===== src/rtl/mc_fifo_pkg.sv =====
// Shared constants and helpers for the multi-channel FIFO host.
package mc_fifo_pkg;

    localparam int KEY_W  = 128;
    localparam int LOAD_W = 64;

    // Key LFSR feedback taps
    localparam int TAP_A = 127;
    localparam int TAP_B = 96;
    localparam int TAP_C = 64;
    localparam int TAP_D = 0;

    localparam logic [KEY_W-1:0] KEY_INIT_DEFAULT = 128'hF1F00123456789ABCDEFF1F0F1F0F1F0;

    // Ceiling log2 for elaboration-time sizing
    function automatic int clog2(input int v);
        int r;
        r = 0;
        while ((1 << r) < v) r++;
        return r;
    endfunction

    // A channel index is always at least one bit wide, even for a single channel
    function automatic int ch_width(input int n);
        return (n <= 1) ? 1 : clog2(n);
    endfunction

    // XOR of the four feedback taps
    function automatic logic lfsr_fb(input logic [KEY_W-1:0] k);
        return k[TAP_A] ^ k[TAP_B] ^ k[TAP_C] ^ k[TAP_D];
    endfunction

endpackage


===== src/rtl/mc_fifo_chan_ctrl.sv =====
// Pointer/flag controller for one FIFO channel. Pointers carry a wrap bit so
// full and empty are distinguishable when the address bits match.
module mc_fifo_chan_ctrl #(
    parameter int ADDR_WIDTH = 4,
    parameter int AF_THRESH  = 14,
    parameter int AE_THRESH  = 2
) (
    input  logic                  clk,
    input  logic                  rst,
    input  logic                  wr_req_i,
    input  logic                  rd_req_i,
    input  logic                  clr_err_i,
    output logic                  wr_acc_o,
    output logic                  rd_acc_o,
    output logic [ADDR_WIDTH-1:0] wr_addr_o,
    output logic [ADDR_WIDTH-1:0] rd_addr_o,
    output logic                  full_o,
    output logic                  empty_o,
    output logic                  almost_full_o,
    output logic                  almost_empty_o,
    output logic                  overflow_o,
    output logic                  underflow_o
);

    localparam logic [ADDR_WIDTH:0] AF_T = (ADDR_WIDTH+1)'(AF_THRESH);
    localparam logic [ADDR_WIDTH:0] AE_T = (ADDR_WIDTH+1)'(AE_THRESH);

    logic [ADDR_WIDTH:0] wr_ptr_q, wr_ptr_d;
    logic [ADDR_WIDTH:0] rd_ptr_q, rd_ptr_d;
    logic [ADDR_WIDTH:0] count;
    logic                ovf_q, ovf_d;
    logic                unf_q, unf_d;

    // Flags come straight from the pre-cycle pointers, so a same-cycle
    // read and write are both judged against the state before the edge.
    assign count          = wr_ptr_q - rd_ptr_q;
    assign empty_o        = (wr_ptr_q == rd_ptr_q);
    assign full_o         = (wr_ptr_q[ADDR_WIDTH] != rd_ptr_q[ADDR_WIDTH]) &&
                            (wr_ptr_q[ADDR_WIDTH-1:0] == rd_ptr_q[ADDR_WIDTH-1:0]);
    assign almost_full_o  = (count >= AF_T);
    assign almost_empty_o = (count <= AE_T);
    assign wr_acc_o       = wr_req_i && !full_o;
    assign rd_acc_o       = rd_req_i && !empty_o;
    assign wr_addr_o      = wr_ptr_q[ADDR_WIDTH-1:0];
    assign rd_addr_o      = rd_ptr_q[ADDR_WIDTH-1:0];
    assign overflow_o     = ovf_q;
    assign underflow_o    = unf_q;

    // Next pointers and sticky errors; a set event overrides clr_err
    always_comb begin
        wr_ptr_d = wr_ptr_q;
        rd_ptr_d = rd_ptr_q;
        ovf_d    = clr_err_i ? 1'b0 : ovf_q;
        unf_d    = clr_err_i ? 1'b0 : unf_q;
        if (wr_acc_o)            wr_ptr_d = wr_ptr_q + 1'b1;
        if (rd_acc_o)            rd_ptr_d = rd_ptr_q + 1'b1;
        if (wr_req_i && full_o)  ovf_d    = 1'b1;
        if (rd_req_i && empty_o) unf_d    = 1'b1;
    end

    // State registers with asynchronous reset
    always_ff @(posedge clk or posedge rst) begin
        if (rst) begin
            wr_ptr_q <= '0;
            rd_ptr_q <= '0;
            ovf_q    <= 1'b0;
            unf_q    <= 1'b0;
        end else begin
            wr_ptr_q <= wr_ptr_d;
            rd_ptr_q <= rd_ptr_d;
            ovf_q    <= ovf_d;
            unf_q    <= unf_d;
        end
    end

endmodule


===== src/rtl/multi_channel_fifo_host.sv =====
// Multi-channel FIFO host: NUM_CH circular queues sharing one storage array,
// a registered read port with optional load mixing, and a traffic-driven key LFSR.
module multi_channel_fifo_host
    import mc_fifo_pkg::*;
#(
    parameter int               DATA_WIDTH = 16,
    parameter int               ADDR_WIDTH = 4,
    parameter int               NUM_CH     = 4,
    parameter int               AF_THRESH  = (2 ** ADDR_WIDTH) - 2,
    parameter int               AE_THRESH  = 2,
    parameter int               MIX_EN     = 1,
    parameter logic [KEY_W-1:0] KEY_INIT   = KEY_INIT_DEFAULT
) (
    input  logic                          clk,
    input  logic                          rst,
    input  logic                          wr_en,
    input  logic [ch_width(NUM_CH)-1:0]   wr_ch,
    input  logic [DATA_WIDTH-1:0]         wr_data,
    input  logic                          rd_en,
    input  logic [ch_width(NUM_CH)-1:0]   rd_ch,
    output logic [DATA_WIDTH-1:0]         rd_data,
    output logic                          rd_valid,
    output logic [NUM_CH-1:0]             full,
    output logic [NUM_CH-1:0]             empty,
    output logic [NUM_CH-1:0]             almost_full,
    output logic [NUM_CH-1:0]             almost_empty,
    output logic [NUM_CH-1:0]             overflow,
    output logic [NUM_CH-1:0]             underflow,
    output logic                          bad_ch,
    input  logic                          clr_err,
    output logic [KEY_W-1:0]              key_out,
    input  logic [LOAD_W-1:0]             load_in
);

    localparam int CH_W  = ch_width(NUM_CH);
    localparam int DEPTH = 2 ** ADDR_WIDTH;

    logic [DATA_WIDTH-1:0] mem_q [NUM_CH][DEPTH];
    logic [NUM_CH-1:0]     wr_req, rd_req, wr_acc, rd_acc;
    logic [ADDR_WIDTH-1:0] wr_addr [NUM_CH];
    logic [ADDR_WIDTH-1:0] rd_addr [NUM_CH];
    logic                  wr_any, rd_any;
    logic                  wr_bad, rd_bad;
    logic [DATA_WIDTH-1:0] rd_word, mix;
    logic [DATA_WIDTH-1:0] rd_data_q, rd_data_d;
    logic                  rd_valid_q, rd_valid_d;
    logic                  bad_q, bad_d;
    logic [KEY_W-1:0]      key_q, key_d;
    logic                  fb;
    logic                  unused_load;

    // Only the low DATA_WIDTH bits of load_in feed the datapath
    assign unused_load = ^load_in;

    for (genvar g = 0; g < NUM_CH; g++) begin : g_ch
        assign wr_req[g] = wr_en && (wr_ch == CH_W'(g));
        assign rd_req[g] = rd_en && (rd_ch == CH_W'(g));

        mc_fifo_chan_ctrl #(
            .ADDR_WIDTH(ADDR_WIDTH),
            .AF_THRESH (AF_THRESH),
            .AE_THRESH (AE_THRESH)
        ) u_ctrl (
            .clk           (clk),
            .rst           (rst),
            .wr_req_i      (wr_req[g]),
            .rd_req_i      (rd_req[g]),
            .clr_err_i     (clr_err),
            .wr_acc_o      (wr_acc[g]),
            .rd_acc_o      (rd_acc[g]),
            .wr_addr_o     (wr_addr[g]),
            .rd_addr_o     (rd_addr[g]),
            .full_o        (full[g]),
            .empty_o       (empty[g]),
            .almost_full_o (almost_full[g]),
            .almost_empty_o(almost_empty[g]),
            .overflow_o    (overflow[g]),
            .underflow_o   (underflow[g])
        );
    end

    // Out-of-range indices only exist when NUM_CH is not a power of two
    if ((1 << CH_W) > NUM_CH) begin : g_range
        assign wr_bad = wr_en && (wr_ch >= CH_W'(NUM_CH));
        assign rd_bad = rd_en && (rd_ch >= CH_W'(NUM_CH));
    end else begin : g_no_range
        assign wr_bad = 1'b0;
        assign rd_bad = 1'b0;
    end

    assign wr_any = |wr_acc;
    assign rd_any = |rd_acc;
    assign mix    = (MIX_EN != 0) ? load_in[DATA_WIDTH-1:0] : '0;
    assign fb     = lfsr_fb(key_q);

    // Storage write; contents are deliberately not reset
    always_ff @(posedge clk) begin
        for (int c = 0; c < NUM_CH; c++) begin
            if (wr_acc[c]) mem_q[c][wr_addr[c]] <= wr_data;
        end
    end

    // Select the word being read by the one accepting channel
    always_comb begin
        rd_word = '0;
        for (int c = 0; c < NUM_CH; c++) begin
            if (rd_acc[c]) rd_word = mem_q[c][rd_addr[c]];
        end
    end

    // Next read register, bad-channel flag and key
    always_comb begin
        rd_data_d  = rd_data_q;
        rd_valid_d = rd_any;
        bad_d      = clr_err ? 1'b0 : bad_q;
        key_d      = key_q;
        if (rd_any)           rd_data_d = rd_word ^ mix;
        if (wr_bad || rd_bad) bad_d     = 1'b1;
        if (wr_any)           key_d     = {key_q[KEY_W-2:0], fb ^ wr_data[DATA_WIDTH-1]};
        else if (rd_any)      key_d     = {key_q[KEY_W-2:0], fb};
    end

    // Top-level registers with asynchronous reset
    always_ff @(posedge clk or posedge rst) begin
        if (rst) begin
            rd_data_q  <= '0;
            rd_valid_q <= 1'b0;
            bad_q      <= 1'b0;
            key_q      <= KEY_INIT;
        end else begin
            rd_data_q  <= rd_data_d;
            rd_valid_q <= rd_valid_d;
            bad_q      <= bad_d;
            key_q      <= key_d;
        end
    end

    assign rd_data  = rd_data_q;
    assign rd_valid = rd_valid_q;
    assign bad_ch   = bad_q;
    assign key_out  = key_q;

endmodule


===== config.mk =====
export PLATFORM = sky130hd
export DESIGN_NAME = multi_channel_fifo_host
export DESIGN_NICKNAME = d
export VERILOG_FILES = /design/src/rtl/mc_fifo_pkg.sv /design/src/rtl/mc_fifo_chan_ctrl.sv /design/src/rtl/multi_channel_fifo_host.sv
export SDC_FILE = /design/constraint.sdc
export NUM_CORES = 2
export LEC_CHECK = 0
export BUFFER_PORTS_ARGS = -buffer_cell sky130_fd_sc_hd__buf_2
export CAP_MARGIN = 15
export CORE_MARGIN = 10
export CORE_UTILIZATION = 45
export DETAILED_ROUTE_END_ITERATION = 6
export PLACE_DENSITY = 0.69
export SYNTH_ARGS = -nofsm -noshare
export SYNTH_HDL_FRONTEND = slang
export SYNTH_SLANG_ARGS = --single-unit
export TNS_END_PERCENT = 30

===== constraint.sdc =====
create_clock -name clk -period 8.6 [get_ports clk]
set_input_delay 1.72 -clock clk [delete_from_list [all_inputs] [get_ports clk]]
set_output_delay 1.72 -clock clk [all_outputs]
set_load 0.05 [all_outputs]

* Word-level counts from Yosys, hierarchy flattened *
Memories as Yosys holds them, arrays and structs flattened.
Cells that the tools add are included.

operators by class
  div/mod/pow operators = 0
  multiply operators = 0
  shifts and indexed selects = 0
  bitwise gates (word level) = 13
  eq/ne operators = 18
  magnitude comparators = 20
  mux-type cells = 52
  reduce and logical (&&, ||, !) cells = 56
  $add $sub $neg = 12

operators with widths
  cell                   count
  $mux W256              10
  $reduce_or A256 Y1     3
  $bmux W16 S4           4
  $demux W16 S4          4
  $mux W128              2
  $mux W16               16
  $add A5 B1 Y5 const B  8
  $ge A5 B5 Y1 const B   8
  $not A4 Y5             8
  $logic_and A1 B1 Y1    32
  $eq A5 B5 Y1           4
  $ge A5 B4 Y1 const B   4
  $le A5 B2 Y1 const B   4
  $lt A5 B1 Y1 const B   4
  $sub A5 B5 Y5          4
  $reduce_bool A2 Y1     9
  $eq A4 B4 Y1           4
  $xor A16 B16 Y16       1
  $mux W1                13
  $eq A2 B2 Y1 const B   4
  $logic_not A1 Y1       8
  $reduce_or A4 Y1       2
  $mux W2                3
  $eq A2 B1 Y1 const B   2
  other kinds (3)        10

word-level totals
  register bits after elaboration = 193
  memory bits (writable) = 1024
  memories kept = 1
  ROM bits = 0
  bits in latches = 0

memories
  memory  words  width  read ports  clocked after Yosys merged registers in  wr ports  RTL line                       source
  mem_q   4      256    4           0                                        1         multi_channel_fifo_host.sv:38  logic [DATA_WIDTH-1:0] mem_q [NUM_CH][DEPTH];

* Longest topological paths before layout *
  word-level depth = 10
  mapped depth = 13
  depth with buffers taken out = 8

* Cells and area by module *
Synthesis repeated with hierarchy kept, for this count alone.

unflattened totals
  cells, all modules = 3213
  area total of the unflattened synthesis = 50063.0 sq um

modules (own cells, without submodules)
  module                   times used  area each (sq um)  cells each
  multi_channel_fifo_host  1           46739.8            2897
  mc_fifo_chan_ctrl        4           830.8              79

* Worst setup path before layout *
OpenSTA, ideal clock, no wires.

  path kind = register -> output
  start = reg g_ch[2].u_ctrl.rd_ptr_q[1]
  end = out almost_empty[2]
  data arrival time = 2.446 ns
  slack = 4.434 ns
  path buffers = 4
  stages on the path, launching flop included = 11
  cells stage by stage = dfrtp_1 buf_2 buf_2 buf_2 inv_1 fa_1 a21o_1 a21oi_1 xnor2_1 a2111oi_0 buf_4

on the way
  longest elaborated chain between the ends = 2

RTL lines
  what                    RTL line                       source
  from (decl)             mc_fifo_chan_ctrl.sv:29        logic [ADDR_WIDTH:0] rd_ptr_q, rd_ptr_d;
  from (signal assigned)  mc_fifo_chan_ctrl.sv:70        rd_ptr_q <= rd_ptr_d;
  $sub A5 B5 Y5           mc_fifo_chan_ctrl.sv:36        assign count = wr_ptr_q - rd_ptr_q;
  $le A5 B2 Y1            mc_fifo_chan_ctrl.sv:41        assign almost_empty_o = (count <= AE_T);
  to (decl)               multi_channel_fifo_host.sv:26  output logic [NUM_CH-1:0] almost_empty,

No other way between the ends.

* Worst setup path after layout *
  start = reg g_ch[3].u_ctrl.rd_ptr_q[1]
  end = out almost_empty[3]

on the way
  longest elaborated chain between the ends = 2

RTL lines
  what                    RTL line
  from (decl)             mc_fifo_chan_ctrl.sv:29
  from (signal assigned)  mc_fifo_chan_ctrl.sv:70
  $sub A5 B5 Y5           mc_fifo_chan_ctrl.sv:36
  $le A5 B2 Y1            mc_fifo_chan_ctrl.sv:41

No other way between the ends.

==> metrics.yaml <==
status:
  status: "finished, final reports clean"
setup_path:
  crit_path_top_delay_cell: "buf_4"
  required_ps: 6880
  crit_chain: "buf_4 > inv_1 > fa_1 > a21o_1 > a21oi_1 > xnor2_1 > a2111oi_0 > buf_2"
  reg2reg_to: "key_out[74]"
  rr_worst_depth: 10
  crit_arrival_ps: 3910
  worstPathMaxFanout: 55
  path_depth: 8
  end_kind: "output pin"
  crit_start: "g_ch[3].u_ctrl.rd_ptr_q[1]"
  r2r-start: "g_ch[3].u_ctrl.rd_ptr_q[1]"
  cp.buffers_inverters: 3
  endpoint: "almost_empty[3]"
  critPathKind: "reg -> out"
  crit_family: "buffers and inverters"
  ff2ff_setup_slack_ps: 3800
  worstSetupStartpointType: "flop"
  slowest_delay_ps: 640
clocking:
  cts_num_sinks: 1217
  path_clk_slew_ps: 70
  cts_buffers: 117
  cts-hold-fix-buffers: 0
  clockBufferDepth: 3
  cts_tree: "yes"
  root_buffer: "clkbuf_16"
  cts_resized: 0
  cts_setup_buffers: 0
  clock_latency_ps: 730
  ctsHtreeMaxLevel: 3
floorplanning:
  io_pins: 259
  die_area_um2: 124000
  coreArea_um2: 109000
  rows: 121
  die_x_um: 353
  dieHeight_um: 353
  initial_core_util_pct: 45.5
synthesis:
  syn-cell-area_um2: 49800
  syn-num-nets: 2798
  synthDominantCellAreaShare_pct: 61.8
  yosysWarningCount: 0
  synth.top_cells.by_count: "1024 x edfxtp_1, 215 x mux4_2, 161 x buf_4, 152 x nand2_1, 125 x dfrtp_1"
  ys_types: 62
  syn_inst: 2669
  synth.area.top_cells: "edfxtp_1 62%, mux4_2 9.7%, dfrtp_1 6.3%"
  ys_seq_elements: 1217
  yosys.area.top_type: "edfxtp_1"
  synth.avg_cell_area_um2: 18.7
  synth_most_common_cell: "edfxtp_1"
  synth_flop_cell: "edfxtp_1"
  async_reset_ff_share_pct: 15.9
  synth_seq_area_share_pct: 71.6
  synth_edf_count: 1024
power_and_ir_drop:
  leakage_nw: 19.2
  ir_drop_mv: 0.490
  p_per_area_nw_per_um2: 319
global_routing:
  grt_pass1_vias: 25857
  grt_pass1_wl_um: 172000
  grt_overflow: 0
  grt_use_total_pct: 18.1
  antenna_found_initial: 8
  grt_max_degree: 135
route:
  drt-initial-drc-count: 2448
  vias: 25098
  drcViolationCount: 0
  via_per_inst: 5.76
  first_pass_iters: 5
  ant_nets: 0
  wl_per_cell_um: 26.3
  wl_um: 115000
flow_run:
  cap_violations: 0
sta:
  grt_setup_unrepaired: "false"
  hold_violations: 0
  timing.setup.tns_ps: 0
  period_share_pct: 65.5
  finalSetupViolations: 0
  holdWs_ps: 462
  period_needed_ps: 5630
  finClkSkew_ps: 96.3
  worst_pin_slew_ps: 1190
  fmax_mhz: 178
  drv_slew: 0
  relSlewSlack_pct: 20.7
worst_hold_path:
  hold_depth: 1
  worstHoldPathType: "reg -> reg"
placement:
  io_buffers: 209
  gp_congestion: 0.855
  hpwl_um: 69600
layout:
  drive_above_1_share_pct: 31.3
  area_delta_synth_final_pct: 11.3
  layout.nets: 2904
==> kinds of logic (layout without fill, tap and decap cells) <==
kind of cell / count (synthesis) / count (layout) / synth area share (%)
xor+xnor: 55 / 55 / 0.983
flops: 1217 / 1217 / 71.6
other cells: 1 / 4 / 0.00753
fa+ha+maj: 40 / 40 / 1.07
compound gates: 235 / 235 / 3.49
buf+inv: 320 / 529 / 4.19
mux: 437 / 437 / 15.3
simple gates: 364 / 364 / 3.35
==> registers in the layout, summed over array words and instances (netlist names) <==
register                 cells
g_ch.u_ctrl.overflow_o       4
g_ch.u_ctrl.rd_ptr_q        20
g_ch.u_ctrl.underflow_o      4
mem_q                     1024
rd_valid                     1
rd_data                     16
g_ch.u_ctrl.wr_ptr_q        20
key_out                    128
==> per-stage QoR <==
stage / power [mW] / cells / setup WS (ps) / cell area (um^2) / utilization (%)
detailed placement: 12.6 / 4129 / 3700 / 51500 / 47.1
global placement: 12.5 / 4128 / 3750 / 51400 / 47.1
finish: 17.7 / 4357 / 2970 / 55400 / 50.7
CTS: 17.8 / 4351 / 2940 / 55300 / 50.6
floorplan: 11.4 / 2669 / 1740 / 49800 / -
global route: 18.4 / 4354 / 2740 / 55400 / 50.7
==> cells in the final DEF, fill, tap and decap left out, drive strengths merged, types with 7 or more instances in the layout <==
| master | netlist | final |
|---|---|---|
| edfxtp | 1024 | 1024 |
| buf | 235 | 264 |
| mux4 | 215 | 215 |
| clkbuf | 42 | 155 |
| nand2 | 152 | 152 |
| mux2 | 132 | 132 |
| dfrtp | 125 | 125 |
| mux2i | 90 | 90 |
| nor2 | 83 | 83 |
| dfstp | 68 | 68 |
| clkinv | 3 | 50 |
| inv | 40 | 44 |
| xnor2 | 42 | 42 |
| a221oi | 41 | 41 |
| ha | 36 | 36 |
| a22oi | 31 | 31 |
| a31oi | 31 | 31 |
| a21oi | 28 | 28 |
| o221ai | 26 | 26 |
| nand3 | 24 | 24 |
| nor3 | 23 | 23 |
| o22ai | 18 | 18 |
| and3 | 16 | 16 |
| a211oi | 15 | 15 |
| o21ai | 14 | 14 |
| bufinv | 0 | 13 |
| xor2 | 13 | 13 |
| nand4 | 12 | 12 |
| and2 | 11 | 11 |
| nor2b | 10 | 10 |
| a21o | 9 | 9 |
| nand2b | 9 | 9 |
| o32ai | 7 | 7 |
==> cell type report <==
| type | count | area (um^2) |
|---|---|---|
| fillers | 8658 | 53900 |
| flip-flops and latches | 1217 | 35700 |
| multi-input cells | 1132 | 12300 |
| clock buffers | 155 | 3110 |
| well taps | 1476 | 1850 |
| repair buffers | 264 | 1510 |
| clock inverters | 67 | 767 |
| inverters | 43 | 169 |
| diodes | 3 | 7.51 |
==> how the worst min path moves through the flow <==
| stage | startpoint | end | slack, ps |
|---|---|---|---|
| 2_1_floorplan | g_ch[2].u_ctrl.underflow_o | g_ch[2].u_ctrl.underflow_o | 450 |
| 3_3_place_gp | g_ch[2].u_ctrl.underflow_o | g_ch[2].u_ctrl.underflow_o | 470 |
| 3_5_place_dp | g_ch[2].u_ctrl.underflow_o | g_ch[2].u_ctrl.underflow_o | 470 |
| 4_1_cts | key_out[74] | key_out[75] | 480 |
| 5_1_grt | key_out[74] | key_out[75] | 500 |
| 6_report | key_out[74] | key_out[75] | 460 |
==> per-layer routing <==
layer  routed length, um  global-route usage [%]  up-vias
met2               53000                    28.1     1159
met4                2780                    4.74        4
met5                  34                       0        -
met1               47400                    25.2    13117
li1                    -                       -    10646
met3               11300                    4.68      172
==> power breakdown <==
| part | total (mW) | switching (mW) | internal, mW |
|---|---|---|---|
| registers | 7.30 | 0.506 | 6.79 |
| logic | 5.20 | 3.20 | 2.00 |
| clock network | 5.16 | 2.21 | 2.95 |
Note: power is estimated with default switching activity, not from simulation.
